**config.mk**
```make
export PLATFORM = sky130hd
export DESIGN_NAME = chip8_scanout
export DESIGN_NICKNAME = d
export VERILOG_FILES = /design/src/rtl/chip8_scanout.sv
export SDC_FILE = /design/constraint.sdc
export NUM_CORES = 1
export LEC_CHECK = 0
export BUFFER_PORTS_ARGS = -buffer_cell sky130_fd_sc_hd__buf_2
export CAP_MARGIN = 20
export CORE_MARGIN = 2
export CORE_UTILIZATION = 40
export CTS_BUF_LIST = sky130_fd_sc_hd__clkbuf_4 sky130_fd_sc_hd__clkbuf_8
export CTS_CLUSTER_SIZE = 20
export DETAILED_ROUTE_END_ITERATION = 10
export GPL_ROUTABILITY_DRIVEN = 0
export PLACE_DENSITY_LB_ADDON = 0.15
export REMOVE_ABC_BUFFERS = 1
export SYNTH_ARGS = -nofsm -noshare
export SYNTH_HDL_FRONTEND = slang
export SYNTH_SLANG_ARGS = --single-unit
```
**constraint.sdc**
```tcl
create_clock -name clk -period 3 [get_ports clk]
set_clock_uncertainty 0.2 [all_clocks]
set_input_delay 0.15 -clock clk [delete_from_list [all_inputs] [get_ports clk]]
set_output_delay 0.15 -clock clk [all_outputs]
set_load 0.05 [all_outputs]
```
**src/rtl/chip8_scanout.sv**
```systemverilog
// Chip-8 / XO-Chip framebuffer scan-out: prefetches each scaled source row into a
// two-plane line buffer during blanking, then maps pixels through an RGB332 palette.
module chip8_scanout #(
    parameter int PLANES       = 2,
    parameter int FB_AW        = 10,
    parameter int PLANE_STRIDE = 512,
    parameter int V_START      = 48,
    parameter int V_ACTIVE     = 480
) (
    input  logic              clk,
    input  logic              reset,
    input  logic              hires,
    input  logic [PLANES-1:0] planeMask,
    input  logic              pixelEnable,
    input  logic [10:0]       pixelX,
    input  logic [10:0]       pixelY,
    input  logic              frameStart,
    input  logic              lineStart,
    output logic [FB_AW-1:0]  fbAddr,
    input  logic [15:0]       fbData,
    input  logic              palWe,
    input  logic [1:0]        palIdx,
    input  logic [7:0]        palData,
    output logic [2:0]        r,
    output logic [2:0]        g,
    output logic [1:0]        b,
    output logic              outsidePlayfield,
    output logic              fetchBusy,
    output logic              underrun
);

    typedef enum logic [1:0] {IDLE, FETCH, DRAIN} fetchState_e;

    fetchState_e       state, stateNext;
    logic              hiresLat;
    logic [PLANES-1:0] maskLat;
    logic [1:0]        maskEff;
    logic [2:0]        wordLast;
    logic [3:0]        wordsPerRow, hLast, vLast;
    logic [6:0]        colMax, row, col, fetchRow;
    logic [3:0]        vSub, hSub, bitSel;
    logic              inPlay_p0, pixVld_p0, startFetch, lastIssue, firstPlane;
    logic              addrPlane, capPlane, capVld;
    logic [2:0]        addrWord, capWord;
    logic [1:0]        colIdx_p0;
    logic [15:0]       lineBuf [2][8];
    logic [7:0]        palette [4];
    logic [7:0]        rgb_p1;
    logic              unusedPixelX;

    function automatic logic [FB_AW-1:0] fetchAddr(input logic plane, input logic [6:0] rowIdx,
                                                   input logic [2:0] word, input logic [3:0] words);
        logic [31:0] a;
        a = 32'(plane) * 32'(PLANE_STRIDE) + 32'(rowIdx) * 32'(words) + 32'(word);
        return a[FB_AW-1:0];
    endfunction

    function automatic logic [6:0] satColInc(input logic [6:0] c, input logic [6:0] cMax);
        return (c >= cMax) ? cMax : c + 7'd1;
    endfunction

    // Column position is derived from counted pixelEnable strobes, not the beam X.
    assign unusedPixelX = ^pixelX;

    always_comb begin
        maskEff = '0;
        maskEff[PLANES-1:0] = maskLat;
    end

    assign wordLast    = hiresLat ? 3'd7 : 3'd3;
    assign wordsPerRow = hiresLat ? 4'd8 : 4'd4;
    assign hLast       = hiresLat ? 4'd4 : 4'd9;
    assign vLast       = hiresLat ? 4'd5 : 4'd11;
    assign colMax      = hiresLat ? 7'd127 : 7'd63;

    assign inPlay_p0        = (int'(pixelY) >= V_START) && (int'(pixelY) < V_START + 384);
    assign outsidePlayfield = !inPlay_p0;
    assign pixVld_p0        = pixelEnable && inPlay_p0;

    assign startFetch = lineStart && !frameStart && inPlay_p0 && (vSub == 4'd0) && (maskEff != 2'b00);
    assign firstPlane = !maskEff[0];
    assign lastIssue  = (addrWord == wordLast) && !((addrPlane == 1'b0) && maskEff[1]);
    assign fetchBusy  = (state != IDLE);

    always_ff @(posedge clk) begin
        if (reset) begin
            hiresLat <= 1'b0;
            maskLat  <= '1;
            row      <= '0;
            vSub     <= '0;
        end else if (frameStart) begin
            hiresLat <= hires;
            maskLat  <= planeMask;
            row      <= '0;
            vSub     <= '0;
        end else if (lineStart && inPlay_p0) begin
            if (vSub == vLast) begin
                vSub <= '0;
                row  <= row + 7'd1;
            end else begin
                vSub <= vSub + 4'd1;
            end
        end
    end

    always_ff @(posedge clk) begin
        if (reset) state <= IDLE;
        else       state <= stateNext;
    end

    always_comb begin
        stateNext = state;
        case (state)
            IDLE:    if (startFetch) stateNext = FETCH;
            FETCH:   if (lastIssue) stateNext = DRAIN;
            DRAIN:   stateNext = IDLE;
            default: stateNext = IDLE;
        endcase
        if (frameStart) stateNext = IDLE;
    end

    always_ff @(posedge clk) begin
        if (reset) begin
            fbAddr    <= '0;
            addrPlane <= 1'b0;
            addrWord  <= '0;
            capVld    <= 1'b0;
        end else begin
            capVld <= (state == FETCH) && !frameStart;
            if (state == IDLE && stateNext == FETCH) begin
                addrPlane <= firstPlane;
                addrWord  <= '0;
                fbAddr    <= fetchAddr(firstPlane, row, 3'd0, wordsPerRow);
            end else if (state == FETCH && stateNext == FETCH) begin
                if (addrWord == wordLast) begin
                    addrPlane <= 1'b1;
                    addrWord  <= '0;
                    fbAddr    <= fetchAddr(1'b1, fetchRow, 3'd0, wordsPerRow);
                end else begin
                    addrWord <= addrWord + 3'd1;
                    fbAddr   <= fetchAddr(addrPlane, fetchRow, addrWord + 3'd1, wordsPerRow);
                end
            end
        end
    end

    // Read data trails the address by one cycle, so the slot tag is delayed to match.
    always_ff @(posedge clk) begin
        if (state == IDLE) fetchRow <= row;
        capPlane <= addrPlane;
        capWord  <= addrWord;
        if (capVld) lineBuf[capPlane][capWord] <= fbData;
    end

    always_ff @(posedge clk) begin
        if (reset) begin
            col  <= '0;
            hSub <= '0;
        end else if (lineStart) begin
            col  <= '0;
            hSub <= '0;
        end else if (pixVld_p0) begin
            if (hSub == hLast) begin
                hSub <= '0;
                col  <= satColInc(col, colMax);
            end else begin
                hSub <= hSub + 4'd1;
            end
        end
    end

    assign bitSel       = 4'd15 - col[3:0];
    assign colIdx_p0[0] = lineBuf[0][col[6:4]][bitSel] & maskEff[0];
    assign colIdx_p0[1] = lineBuf[1][col[6:4]][bitSel] & maskEff[1];

    // p0 -> p1: palette lookup and border override registered onto r/g/b.
    always_ff @(posedge clk) begin
        if (reset) begin
            palette[0] <= 8'h6D;
            palette[1] <= 8'hD9;
            palette[2] <= 8'hE0;
            palette[3] <= 8'hFC;
            rgb_p1     <= '0;
            underrun   <= 1'b0;
        end else begin
            if (palWe) palette[palIdx] <= palData;
            if (pixelEnable && (pixelY == 11'd0 || pixelY == 11'(V_ACTIVE - 1))) rgb_p1 <= 8'hFF;
            else if (pixVld_p0)                                                 rgb_p1 <= palette[colIdx_p0];
            else                                                                rgb_p1 <= 8'h00;
            if (pixVld_p0 && fetchBusy) underrun <= 1'b1;
        end
    end

    assign {r, g, b} = rgb_p1;

endmodule

```
# Yosys cells after proc, flatten, opt, wreduce, memory -nomap -nowiden

Memory sizes are Yosys's and may differ from the RTL's.
Index checks and enable logic that the tools add are counted.

Register bits: 62
Bits in writable memories: 288
Input bits: 57
Output and inout bits: 21
Word-level logic and storage cells: 125
Memories kept: 2

Memories:

| memory  | depth | width | read ports | clocked after memory_dff | wr ports | RTL line | text |
|---|---|---|---|---|---|---|---|
| lineBuf | 2     | 128   | 2          | 0                        | 1        | 46       | `logic [15:0] lineBuf [2][8];` |
| palette | 4     | 8     | 1          | 0                        | 4        | 47       | `logic [7:0] palette [4];` |

$add $sub $neg: 10
$mul: 2
Order comparisons: 7
Eq/ne operators: 6
Mux-type cells: 43
Bitwise logic cells: 5
Reductions and logical operators: 34

Operators by type and width:

| operator                                                           | number |
|---|---|
| 2-to-1 mux 128 bit                                                 | 1 |
| binary-select mux 16 bit (select 3 bit)                            | 2 |
| 2-to-1 mux 16 bit                                                  | 5 |
| demux 16 bit (select 3 bit)                                        | 1 |
| 2-to-1 mux 10 bit                                                  | 3 |
| 2-to-1 mux 8 bit                                                   | 3 |
| adder 10 bit                                                       | 2 |
| multiplier 7 x 4 -> 10 bit                                         | 2 |
| 2-to-1 mux 4 bit                                                   | 5 |
| logical AND 1 bit                                                  | 15 |
| adder 7 x 1 -> 7 bit, second input constant                        | 2 |
| 2-to-1 mux 7 bit                                                   | 2 |
| 2-to-1 mux 1 bit                                                   | 12 |
| equality test 11 x 9 -> 1 bit, second input constant               | 1 |
| greater-or-equal comparator 11 x 6 -> 1 bit, second input constant | 1 |
| logical NOT 11 bit                                                 | 1 |
| < comparator 11 x 9 -> 1 bit, second input constant                | 1 |
| adder 10 bit, first input constant                                 | 1 |
| adder 10 x 3 -> 10 bit                                             | 1 |
| adder 4 x 1 -> 4 bit, second input constant                        | 2 |
| binary-select mux 1 bit (select 4 bit)                             | 2 |
| equality test 4 bit                                                | 2 |
| greater-or-equal comparator 4 bit, second input constant           | 2 |
| 2-to-1 mux 2 bit                                                   | 4 |
| other kinds (20)                                                   | 34 |

# Logic depth before layout (Yosys ltp)

Depth in word-level cells: 12
Gate-level depth with buffers: 13
Depth with buffers taken out: 11

# Worst setup path before layout

OpenSTA, ideal clock, no wires.

Path kind: reg2reg
Start point: register hiresLat
End point: register fbAddr[7]
Library setup time: 0.128 ns
Arrival time: 2.828 ns
Data required time: 2.672 ns
Path slack: -0.155 ns
Cell stages (with the launch flop): 10
Buffers on the path: 3
Clock period less this slack: 3.155 ns
Cell sequence: dfxtp_1 -> clkbuf_1 -> clkbuf_1 -> clkbuf_1 -> mux2_2 -> ha_1 -> ha_1 -> fa_1 -> a21oi_1 -> nor2_1

Cells in the longest elaborated chain, start to end: 9
Elaborated cells between the ends (all ways): 20
Those cells by class: add/sub: 4; mul: 2; eq/ne: 2; mux: 8; reduce/logical: 4

RTL lines:

| element                                                                            | RTL line | text |
|---|---|---|
| start: declaration                                                                 | 35       | `logic hiresLat;` |
| start signal: assignment                                                           | 92       | `hiresLat <= hires;` |
| parallel branches: the longest is 9 deep, another holds multiplier 7 x 4 -> 10 bit | --       |  |
| end signal: assignment                                                             | 133      | `fbAddr <= fetchAddr(firstPlane, row, 3'd0, wordsPerRow);` |
| end signal: assignment                                                             | 138      | `fbAddr <= fetchAddr(1'b1, fetchRow, 3'd0, wordsPerRow);` |
| end signal: assignment                                                             | 141      | `fbAddr <= fetchAddr(addrPlane, fetchRow, addrWord + 3'd1, wordsPerRow);` |
| end: declaration                                                                   | 19       | `output logic [FB_AW-1:0] fbAddr,` |

Parallel ways; which one is timed is not known. The select of a mux whose other input is x is not followed.
A chain may end at the register's enable or synchronous reset.

# Worst setup path in the final report

Start point: register col[4]
End point: register rgb_p1[7]

Cells in the longest elaborated chain, start to end: 10
Elaborated cells between the ends (all ways): 16
Those cells by class: mux: 12; bitwise: 3; memory: 1

RTL lines:

| element                                                           | RTL line | text |
|---|---|---|
| start: declaration                                                | 40       | `logic [6:0] colMax, row, col, fetchRow;` |
| start signal: assignment                                          | 165      | `col <= satColInc(col, colMax);` |
| NOT 3 -> 4 bit (implied by the code) (*)                          | 173, 174 |  |
| binary-select mux 16 bit (select 3 bit), on equally long branches | 173, 174 |  |
| 2-to-1 mux 16 bit, on equally long branches (2 in a row)          | 173, 174 |  |
| binary-select mux 1 bit (select 4 bit), on equally long branches  | 173, 174 |  |
| 2-to-1 mux 1 bit, on equally long branches                        | 173, 174 |  |
| bitwise AND 1 bit, on equally long branches                       | 173, 174 |  |
| memory (4 x 8 bit) (*)                                            | --       |  |
| 2-to-1 mux 8 bit (*)                                              | 188      | `else if (pixVld_p0) rgb_p1 <= palette[colIdx_p0];` |
| 2-to-1 mux 8 bit (*)                                              | 187      | `if (pixelEnable && (pixelY == 11'd0 \|\| pixelY == 11'(V_ACTIVE - 1))) rgb_p1 <= 8'hFF;` |
| end signal: assignment                                            | 188      |  |
| end: declaration                                                  | 48       | `logic [7:0] rgb_p1;` |

Every way passes the cells marked *; elsewhere a longest branch is shown, timed or not. The select of a mux whose other input is x is not followed.

==> metrics.yaml <==
status: "complete, no violations"
grt_usage: 0.181
yosysTopAreaCell: "edfxtp_1"
antenna_found_initial: 0
fin_crit_sh: 0.959
hold_violations: 0
worst_slack_ns: 0.122
setup_viol: 0
peakVddDrop_v: 0.000354
slowest_stage: "mux4_1"
leakagePower_nw: 6.13
async_reset_ff_frac: 0
routed-via-count: 8677
htree_levels: 2
path_cells: "buf_12, mux4_1, mux2i_1, o22ai_1, o31ai_2, a41oi_4, nand2b_4, buf_12, o221ai_1"
worst_pin_slew_ns: 0.827
synthTopCellsByArea: "edfxtp_1 60%, dfxtp_1 7.4%, mux4_2 5.5%, mux2i_1 4.2%, mux4_1 2.5%"
grt_pass1_wl_um: 52700
crit_top_cell: "buf_12"
dpl.hpwl_um: 21900
critPathArrivalTime_ns: 3.19
nFillCells: 3150
maxCapViolCount: 0
synth_area_sq_um: 14800
crit_fanout: 16
yosys.area.top_type_share: 0.597
report.final.slew_viol_count: 0
cp_top_family: "multiplexers"
powerDensity_nw_per_um2: 545
clock-root-buffer: "clkbuf_8"
timing.fmax_ghz: 0.347
critical_path_required_ns: 3.31
start_util: 0.406
dieWidth_um: 197
die_h_um: 197
cp-end-kind: "register"
clock_sinks: 350
path_class: "reg -> reg"
rsz0062_at_grt: "no"
wl_per_cell_um: 20.8
drt_iter0_drc: 596
period_minus_slack_ns: 2.88
multi_input_area_sq_um: 4630
pre_cts_ws_ns: -0.146
synth_warnings: 0
clkTransAtPathRegs_ns: 0.06
yosys_most_used_dff: "edfxtp_1"
grt_overflow_total: 0
die-area_sq_um: 38600
synth.yosys.seq_area_share: 0.672
avgSynthCellArea_sq_um: 15.8
ys_seq_elements: 350
finalWirelength_um: 34500
clock_path_buffers: 3
slowest_delay_ns: 0.58
grt_pass1_vias: 8900
slew_headroom: 0.444
route.detailed.drc: 0
nets: 1221
yosysUniqueCellTypes: 72
cts_buffers: 57
drive_above_1_share: 0.270
cts_tree: "yes"
start_kind: "register"
core_sq_um: 36500
io_buffers: 66
syn2layout_area_growth_pct: 20.3
drtAntennaViolNets: 0
io_pins: 78
firstDrtPassIters: 5
final_util: 0.488
synth_cells: 937
row_count: 70
grt_max_degree: 28
vias_per_cell: 5.24
seq_area_sq_um: 9970
insertion_delay_ns: 0.61
hp-class: "in -> reg"
cp_num_buf_inv: 2
synth_edf_count: 295
num_antenna_cells: 0
==> worst reg2reg max path: stages (launching register included) <==
cell and delay, ns:
dfxtp_4 0.44, buf_12 0.20, mux4_1 0.58, mux2i_1 0.25, o22ai_1 0.16, o31ai_2 0.27, a41oi_4 0.21, nand2b_4 0.19
buf_12 0.14, o221ai_1 0.15
==> final timing paths <==
check,slack [ns],startpoint,to,cells past startpoint
hold reg to reg,0.19,addrWord[1],capWord[1],0
hold / removal,0.04,pixelY[10],rgb_p1[1],4
setup reg to reg,0.12,col[4],rgb_p1[7],9
setup / recovery,0.12,col[4],rgb_p1[7],9
==> repair_timing <==
item | CTS | global route
cloned | 0 | 0
gates resized for setup | 2 | 8
hold buffers | 49 | 0
setup buffers | 0 | 1
endpoints found under the hold margin | 331 | 0
setup endpoints to repair | 8 | 8
==> cell type report <==
cell class,count,area share
well taps,468,0.0328
clock buffers,84,0.0574
repair buffers,183,0.0831
clock inverters,21,0.00568
inverters,13,0.00274
flip-flops and latches,350,0.559
multi-input cells,536,0.259
==> cells in the mapped netlist, drive strengths merged (3+ instances only) <==
cell type and instances:
ha 22, or3b 3, buf 27, clkbuf 16, or2 8, nand4 10
edfxtp 295, nand2b 26, nor2b 13, nand3b 3, nor4b 4, a211oi 13
mux2 10, a311oi 3, nand2 52, mux4 50, nand3 22, inv 12
nor2 61, a31oi 3, nor3 17, o221ai 8, a21oi 34, dfxtp 55
nor3b 3, o21ai 11, and2 17, o211ai 4, mux2i 62, nor4 3
a22oi 16, xnor2 14, xor2 12
==> report_power, final <==
group          switching [mW]  internal (mW)
Combinational           0.194          0.126
Sequential             0.0196           5.31
Clock                    1.89           2.19
Total                    2.10           7.62
==> routing by layer <==
layer | wire [um] | up-vias | track usage
li1 | - | 4071 | -
met1 | 15800 | 4375 | 0.243
met2 | 16700 | 173 | 0.304
met3 | 1330 | 58 | 0.0296
met4 | 697 | 0 | 0.0550
met5 | 0 | - | 0
==> cell usage in the layout, fill, tap and decap left out, drive strengths merged, types with 22 or more instances in the layout <==
cell and count:
nand2 52, nand3 22, mux4 50, a21oi 34, buf 134, dfxtp 55, nand2b 26, ha 22
nor2 61, dlygate4sd3 49, clkbuf 84, edfxtp 295, mux2i 62
==> logic make-up after synthesis <==
kind of cell / after synthesis / share of synthesized area
other: 1 / 0.000253
xor gates and xnor gates: 26 / 0.0154
muxes: 122 / 0.129
DFF: 350 / 0.672
and+or+nand+nor: 250 / 0.0877
AOI/OAI and AO/OA: 109 / 0.0526
adders and majority gates: 23 / 0.0199
buffers and inverters: 56 / 0.0237
==> state kept, by name, summed over array words and instances, names as in the netlist <==
signal and cells:
lineBuf 256, palette 32, fbAddr 10, rgb_p1 8, col 7, fetchRow 7
row 7, hSub 4, vSub 4, addrWord 3, capWord 3, maskEff 2
state 2, addrPlane 1, capPlane 1, capVld 1, hiresLat 1, underrun 1
==> metrics by stage <==
stage	hold slack (ns)	TNS [ns]	area, sq um	std cells	total power [mW]
after floorplan	0.0191	-14.12	14500	899	5.55
after global placement	0.169	-1.01	16200	1500	5.70
after detailed placement	0.170	-1.04	16200	1500	5.71
after CTS	0.00339	0	17800	1654	9.83
after global routing	0.0659	0	17800	1655	10.1
final	0.0434	0	17800	1655	9.72
Power figures use the tool's default switching activity.
